File: src/rtl/literal_scan.sv
// literal_scan: serialises the literal fields {a,b,c,d} MSB-first after a
// start handshake and reports per-scan statistics (count of 1 bits, count of
// x/z bits, sign and magnitude of the signed field c).
//
// Optional feature macro: LITERAL_SCAN_XZ_EN
//   defined   : x/z bits are detected with case equality, counted in xz_cnt
//               and passed through unchanged on ser_bit.
//   undefined : xz_cnt is tied to 0 and any bit that is not 1 leaves as 0.
//
// Ports
//   clk, rst_n       clock (rising edge), asynchronous active-low reset
//   start, abort     begin a scan (IDLE only) / cancel a running scan
//   a, b, c, d       literal fields, sampled only when a scan is accepted
//   busy             scan in progress
//   ser_valid/bit    serial stream, one bit per cycle, MSB of {a,b,c,d} first
//   done             one-cycle pulse, results valid
//   ones_cnt/xz_cnt  bit statistics of the scanned word
//   c_neg/c_mag      sign and two's-complement magnitude of captured c
module literal_scan #(
    parameter  int AW = 8,
    parameter  int BW = 16,
    parameter  int CW = 4,
    parameter  int DW = 5,
    localparam int TW = AW + BW + CW + DW,
    localparam int NW = $clog2(TW + 1)
) (
    input  logic          clk,
    input  logic          rst_n,
    input  logic          start,
    input  logic          abort,
    input  logic [AW-1:0] a,
    input  logic [BW-1:0] b,
    input  logic [CW-1:0] c,
    input  logic [DW-1:0] d,
    output logic          busy,
    output logic          ser_valid,
    output logic          ser_bit,
    output logic          done,
    output logic [NW-1:0] ones_cnt,
    output logic [NW-1:0] xz_cnt,
    output logic          c_neg,
    output logic [CW-1:0] c_mag
);

    typedef enum logic [1:0] {IDLE, SHIFT, FLUSH} state_t;

    localparam logic [NW-1:0] LAST = NW'(TW - 1);

    state_t          state, state_nxt;
    logic [TW-1:0]   shadow;
    logic [NW-1:0]   idx;
    logic            load, shift_en;

    // State register
    always_ff @(posedge clk or negedge rst_n) begin
        if (!rst_n) state <= IDLE;
        else        state <= state_nxt;
    end

    // Next-state logic; start wins over abort in IDLE because abort is only
    // looked at in SHIFT.
    always_comb begin
        state_nxt = state;
        case (state)
            IDLE:    if (start) state_nxt = SHIFT;
            SHIFT:   if (abort) state_nxt = IDLE;
                     else if (idx == LAST) state_nxt = FLUSH;
            FLUSH:   state_nxt = IDLE;
            default: state_nxt = IDLE;
        endcase
    end

    // Output / control decode
    always_comb begin
        busy     = (state != IDLE);
        load     = (state == IDLE) && start;
        shift_en = (state == SHIFT) && !abort;
    end

    // Datapath: shadow shifter, serial output, ones counter and c statistics.
    // An abort edge shifts nothing, so the counters keep the partial values.
    always_ff @(posedge clk or negedge rst_n) begin
        if (!rst_n) begin
            shadow    <= '0;
            idx       <= '0;
            ser_valid <= 1'b0;
            ser_bit   <= 1'b0;
            done      <= 1'b0;
            ones_cnt  <= '0;
            c_neg     <= 1'b0;
            c_mag     <= '0;
        end else begin
            done <= (state == FLUSH);
            if (load) begin
                shadow    <= {a, b, c, d};
                c_neg     <= c[CW-1];
                // Most-negative value wraps back to itself (no saturation).
                c_mag     <= c[CW-1] ? CW'(~c + 1'b1) : c;
                ones_cnt  <= '0;
                idx       <= '0;
                ser_valid <= 1'b0;
            end else if (shift_en) begin
                ser_valid <= 1'b1;
                shadow    <= {shadow[TW-2:0], 1'b0};
                idx       <= idx + 1'b1;
`ifdef LITERAL_SCAN_XZ_EN
                ser_bit <= shadow[TW-1];
                if (shadow[TW-1] === 1'b1) ones_cnt <= ones_cnt + 1'b1;
`else
                // An x/z bit makes the condition unknown and takes the else
                // branch, so only a genuine 1 is counted or emitted as 1.
                if (shadow[TW-1] == 1'b1) begin
                    ser_bit  <= 1'b1;
                    ones_cnt <= ones_cnt + 1'b1;
                end else begin
                    ser_bit  <= 1'b0;
                end
`endif
            end else begin
                ser_valid <= 1'b0;
            end
        end
    end

`ifdef LITERAL_SCAN_XZ_EN
    always_ff @(posedge clk or negedge rst_n) begin
        if (!rst_n)
            xz_cnt <= '0;
        else if (load)
            xz_cnt <= '0;
        else if (shift_en && ((shadow[TW-1] === 1'bx) || (shadow[TW-1] === 1'bz)))
            xz_cnt <= xz_cnt + 1'b1;
    end
`else
    assign xz_cnt = '0;
`endif

endmodule

File: config.mk
export PLATFORM = sky130hd
export DESIGN_NAME = literal_scan
export DESIGN_NICKNAME = d
export VERILOG_FILES = /design/src/rtl/literal_scan.sv
export SDC_FILE = /design/constraint.sdc
export NUM_CORES = 1
export LEC_CHECK = 0
export CORE_MARGIN = 4
export CORE_UTILIZATION = 40
export CTS_CLUSTER_DIAMETER = 100
export DETAILED_ROUTE_END_ITERATION = 8
export GPL_TIMING_DRIVEN = 0
export PLACE_DENSITY = 0.68
export SLEW_MARGIN = 10
export SYNTH_ARGS = -nofsm -noshare
export SYNTH_HDL_FRONTEND = slang
export SYNTH_SLANG_ARGS = --single-unit
File: constraint.sdc
create_clock -name clk -period 4.85 [get_ports clk]
set_clock_uncertainty 0.15 [all_clocks]
set_input_delay 0.7275 -clock clk [delete_from_list [all_inputs] [get_ports clk]]
set_output_delay 0.7275 -clock clk [all_outputs]
set_load 0.005 [all_outputs]
# ---- Yosys cells after proc, flatten, opt, wreduce, memory -nomap -nowiden
# Cells that the tools add are included.
dict set report word_totals {
  regBits 55
  input_bits 37
  wordCells 44
}
dict set report op_classes {
  n_addsub 3
  eq_ne 5
  muxes 15
  bitwise_logic 2
  reduce_logical 10
}
# operator count
set ops {}
lappend ops {{$mux W33} 2}
lappend ops {{$mux W6} 5}
lappend ops {{$add A6 B1 Y6 const B} 2}
lappend ops {{$eq A6 B6 Y1 const B} 1}
lappend ops {{$mux W2} 3}
lappend ops {{$reduce_and A2 Y1} 3}
lappend ops {{$reduce_bool A2 Y1} 3}
lappend ops {{$add A4 B1 Y4 const B} 1}
lappend ops {{$mux W4} 1}
lappend ops {{$not A4 Y4} 1}
lappend ops {{$pmux W2 S2} 1}
lappend ops {{$mux W1} 3}
lappend ops {{$ne A3 B3 Y1 const B} 1}
lappend ops {{$eq A2 B1 Y1 const B} 1}
lappend ops {{$eq A2 B2 Y1 const B} 1}
lappend ops {{$logic_and A1 B1 Y1} 2}
lappend ops {{$logic_not A2 Y1} 1}
lappend ops {{$ne A2 B2 Y1 const B} 1}
lappend ops {{$logic_not A1 Y1} 1}
lappend ops {{$not A1 Y1} 1}

# ---- Longest topological paths before layout
dict set report depth {
  word_depth 4
  ltp_mapped 5
}

# ---- Least setup slack after synthesis
# Ideal clock, no wire load.
dict set report synth_path {
  kind {input -> register}
  startpoint {in abort}
  endpoint {reg idx[3]}
  t_arrival_ps 1742
  required_ps 4622
  slack_ps 2880
  stages 4
  path_cell_list {or3b_4 buf_2 or3_1 a21oi_1}
}
dict set report synth_via {
  elab_chain_len 3
}
# element line_no
set synth_rtl {}
lappend synth_rtl {{start, declared} 30} ;# input logic abort,
lappend synth_rtl {{$logic_not A1 Y1} 77} ;# shift_en = (state == SHIFT) && !abort;
lappend synth_rtl {{$logic_and A1 B1 Y1} 77}
lappend synth_rtl {{$reduce_bool A2 Y1 (no source line)} n/a}
lappend synth_rtl {{end signal, assigned} 105} ;# idx <= idx + 1'b1;
lappend synth_rtl {{end, declared} 51} ;# logic [NW-1:0] idx;
# No other way between the ends.
# A chain may end at the register's enable or synchronous reset.

# ---- Final worst setup path
dict set report layout_path {
  startpoint {reg state[1]}
  endpoint {out busy}
}
dict set report layout_via {
  elab_chain_len 1
}
# element line_no
set layout_rtl {}
lappend layout_rtl {{start, declared} 49} ;# state_t state, state_nxt;
lappend layout_rtl {{start signal, assigned} 57} ;# else state <= state_nxt;
lappend layout_rtl {{$reduce_bool A2 Y1} 75} ;# busy = (state != IDLE);
lappend layout_rtl {{end, declared} 35} ;# output logic busy,
# No other way between the ends.

==> metrics <==
status=complete, no violations; Psw=0.000385 W; Clock Tree Buf Depth=2; P&R area growth vs syn=28.1%; Comb power frac=26.6%; pwr/cell area=373 nW/um^2; FP Rows=28; Placer Congestion=0.798; switching fraction of total power=31.4%; # DRC=0; Layout Utilization=54.3%; CP endpoint kind=primary output; Initial DRC Count=91; max-slew violation count=0; vias per std cell=5.21; Crit Path Max Fanout=8; Fin Hold WS=0.210 ns; final instance area=3290 sq um; unrepaired setup endpoints after global routing=no; post-synth top area cell=dfrtp_1; Mapped Cells=282; vias in the first global route=2065; fraction of layout cells with a size suffix above 1=8.07%; ANT cells=0; worst slew pin tran=0.529 ns; total gr overflow=0; fin nets=387; Clock Root Buffer=clkbuf_8; peak supply drop=0.211 mV; TritonCTS Buffers=5; drt wl/cell=13.5 um; Worst R2R Path Depth=5; final setup vio count=0; setup_tns=0 ns; Post-CTS Hold Buffers=0; Synth top area share=53.6%; H-tree Lvls=2; clock sink total=55; Synth warnings=0; Clk pwr share=20.5%; drt first pass iters=4; number of library cell types mapped by synthesis=35; Leakage=1.45 nW; CORE AREA=6060 sq um; commonest non-fill, non-tap cell in the layout=nand2_1; Hold Path Class=in -> async; Seq/Total Area, Yosys=53.6%; fill cell count=588; Power Internal=0.000841 W; startpoint types=register; largest net degree at the start of global routing=37; syn avg cell area=9.10 sq um; minimum clock period=2.39 ns; Ports=58; Clk Latency, worst-skew pair=0.31 ns; synth top area cells=dfrtp_1 54%, nand2_1 11%, a31oi_1 6.6%, nor3_1 4.9%, ha_1 1.9%; Post-CTS Setup Bufs=0; R2R Setup Slk=2.88 ns; worst r2r src=state[1]; worst reg2reg endpoint=shadow[26]; Die Y=88.1 um; Tcrit/Tclk final=49.3%; initial antenna violation count=0; gr usage total=15.4%; global-route wire length before repair=9.49 mm; crit path DAT=1.51 ns; Synth Cell Area=2570 sq um; Initial Utilization=42.4%; CTS-repair resized insts=0; Die W=88.1 um; placed cell areas=3210 sq um; Final Hold Fails=0; antenna viol nets, final=0; die area=7760 sq um; critical path launch point=state[1]; Routed WL=5.69 mm; Max Clk Rate=418 MHz; clock slew at reported path FFs=0.10 ns; Crit Path Class=reg -> out; Vias=2198; Synth Register Bits=55; Max Cap Violations=0; Required @ worst endpoint=3.97 ns; Port Buffer Count=51; DP HPWL=4.10 mm; CTS tree=built; Sequential Power Share=52.9%; Slew headroom=64.7%; commonest cells after routing, fill and taps aside=77 x nand2_1, 55 x dfrtp_1, 50 x clkdlybuf4s50_1
## sequential cells by signal, indices dropped and copies added (netlist names)
register	flops
c_mag	4
c_neg	1
done	1
idx	6
ones_cnt	6
ser_bit	1
ser_valid	1
shadow	33
state	2
## per-stage QoR
stage                     total power, W  std cells  worst slack, ns
after floorplan                 0.000848        287             2.88
after detailed placement        0.000987        414             2.12
after global placement          0.000974        413             1.19
after global routing             0.00132        422             2.27
final                            0.00123        422             2.46
after CTS                        0.00123        422             2.43
## worst max-delay path, cell delays in order (launching register included)
cell,delay [ns]
dfrtp_1,0.45
or2_2,0.32
clkdlybuf4s50_1,0.44
## cells in the mapped netlist (all sizes together)
library cell / n
nor2: 4
nand2: 77
nand4: 2
or3: 3
o31ai: 2
a31oi: 27
nor4: 1
nand4bb: 1
nor3: 25
xnor2: 3
or2: 1
o221a: 1
conb: 1
clkbuf: 12
buf: 13
dfrtp: 55
or4: 2
nor4bb: 1
ha: 4
inv: 9
nand3: 5
mux2i: 4
or3b: 2
nor2b: 2
nor3b: 1
a21oi: 6
and4bb: 1
nand4b: 1
o21ai: 11
and2: 1
a22oi: 4
## cell type report
type	count	area, sq um	share of cell area [%]
plain buffers	25	125	3.80
clock buffers	5	68.8	2.09
clock inverters	3	15.0	0.456
inverters	9	33.8	1.03
multi-input cells	198	1050	32.0
flip-flops and latches	55	1380	41.8
well taps	75	93.8	2.85
repair buffers	52	526	16.0
## worst max-delay path by stage
stage	endpoint	slack (ns)	cells past startpoint
CTS	shadow[26]	2.43	6
global placement	shadow[25]	1.19	1
finish	busy	2.46	2
floorplan	idx[3]	2.88	4
global route	shadow[29]	2.27	6
detailed placement	shadow[26]	2.12	6
## layer usage
layer  GRT usage, %  part of all wire, %  vias to the layer above
li1               -                    -                     1090
met1           20.9                   47                     1043
met2           25.3                   46                       60
met3           3.67                  6.5                        5
met4           3.30                 0.86                        0
met5              0                    0                        -
## kinds of logic after synthesis
kind of cell               synth area share [%]
and+or+nand+nor                            23.4
DFF                                        53.6
AOI/OAI and AO/OA                          12.1
buffers and inverters                      6.19
adders and majority gates                  1.95
muxes                                      1.56
xor gates and xnor gates                   1.02
other                                     0.146
## power groups by stage
stage                     logic [W]  clock network, W  registers (W)
after detailed placement   0.000333                 0       0.000654
after CTS                  0.000332          0.000253       0.000647
after global routing       0.000375          0.000277       0.000664
after floorplan            0.000208                 0       0.000640
after global placement     0.000322                 0       0.000652
final                      0.000326          0.000251       0.000648
Power figures use the tool's default switching activity.
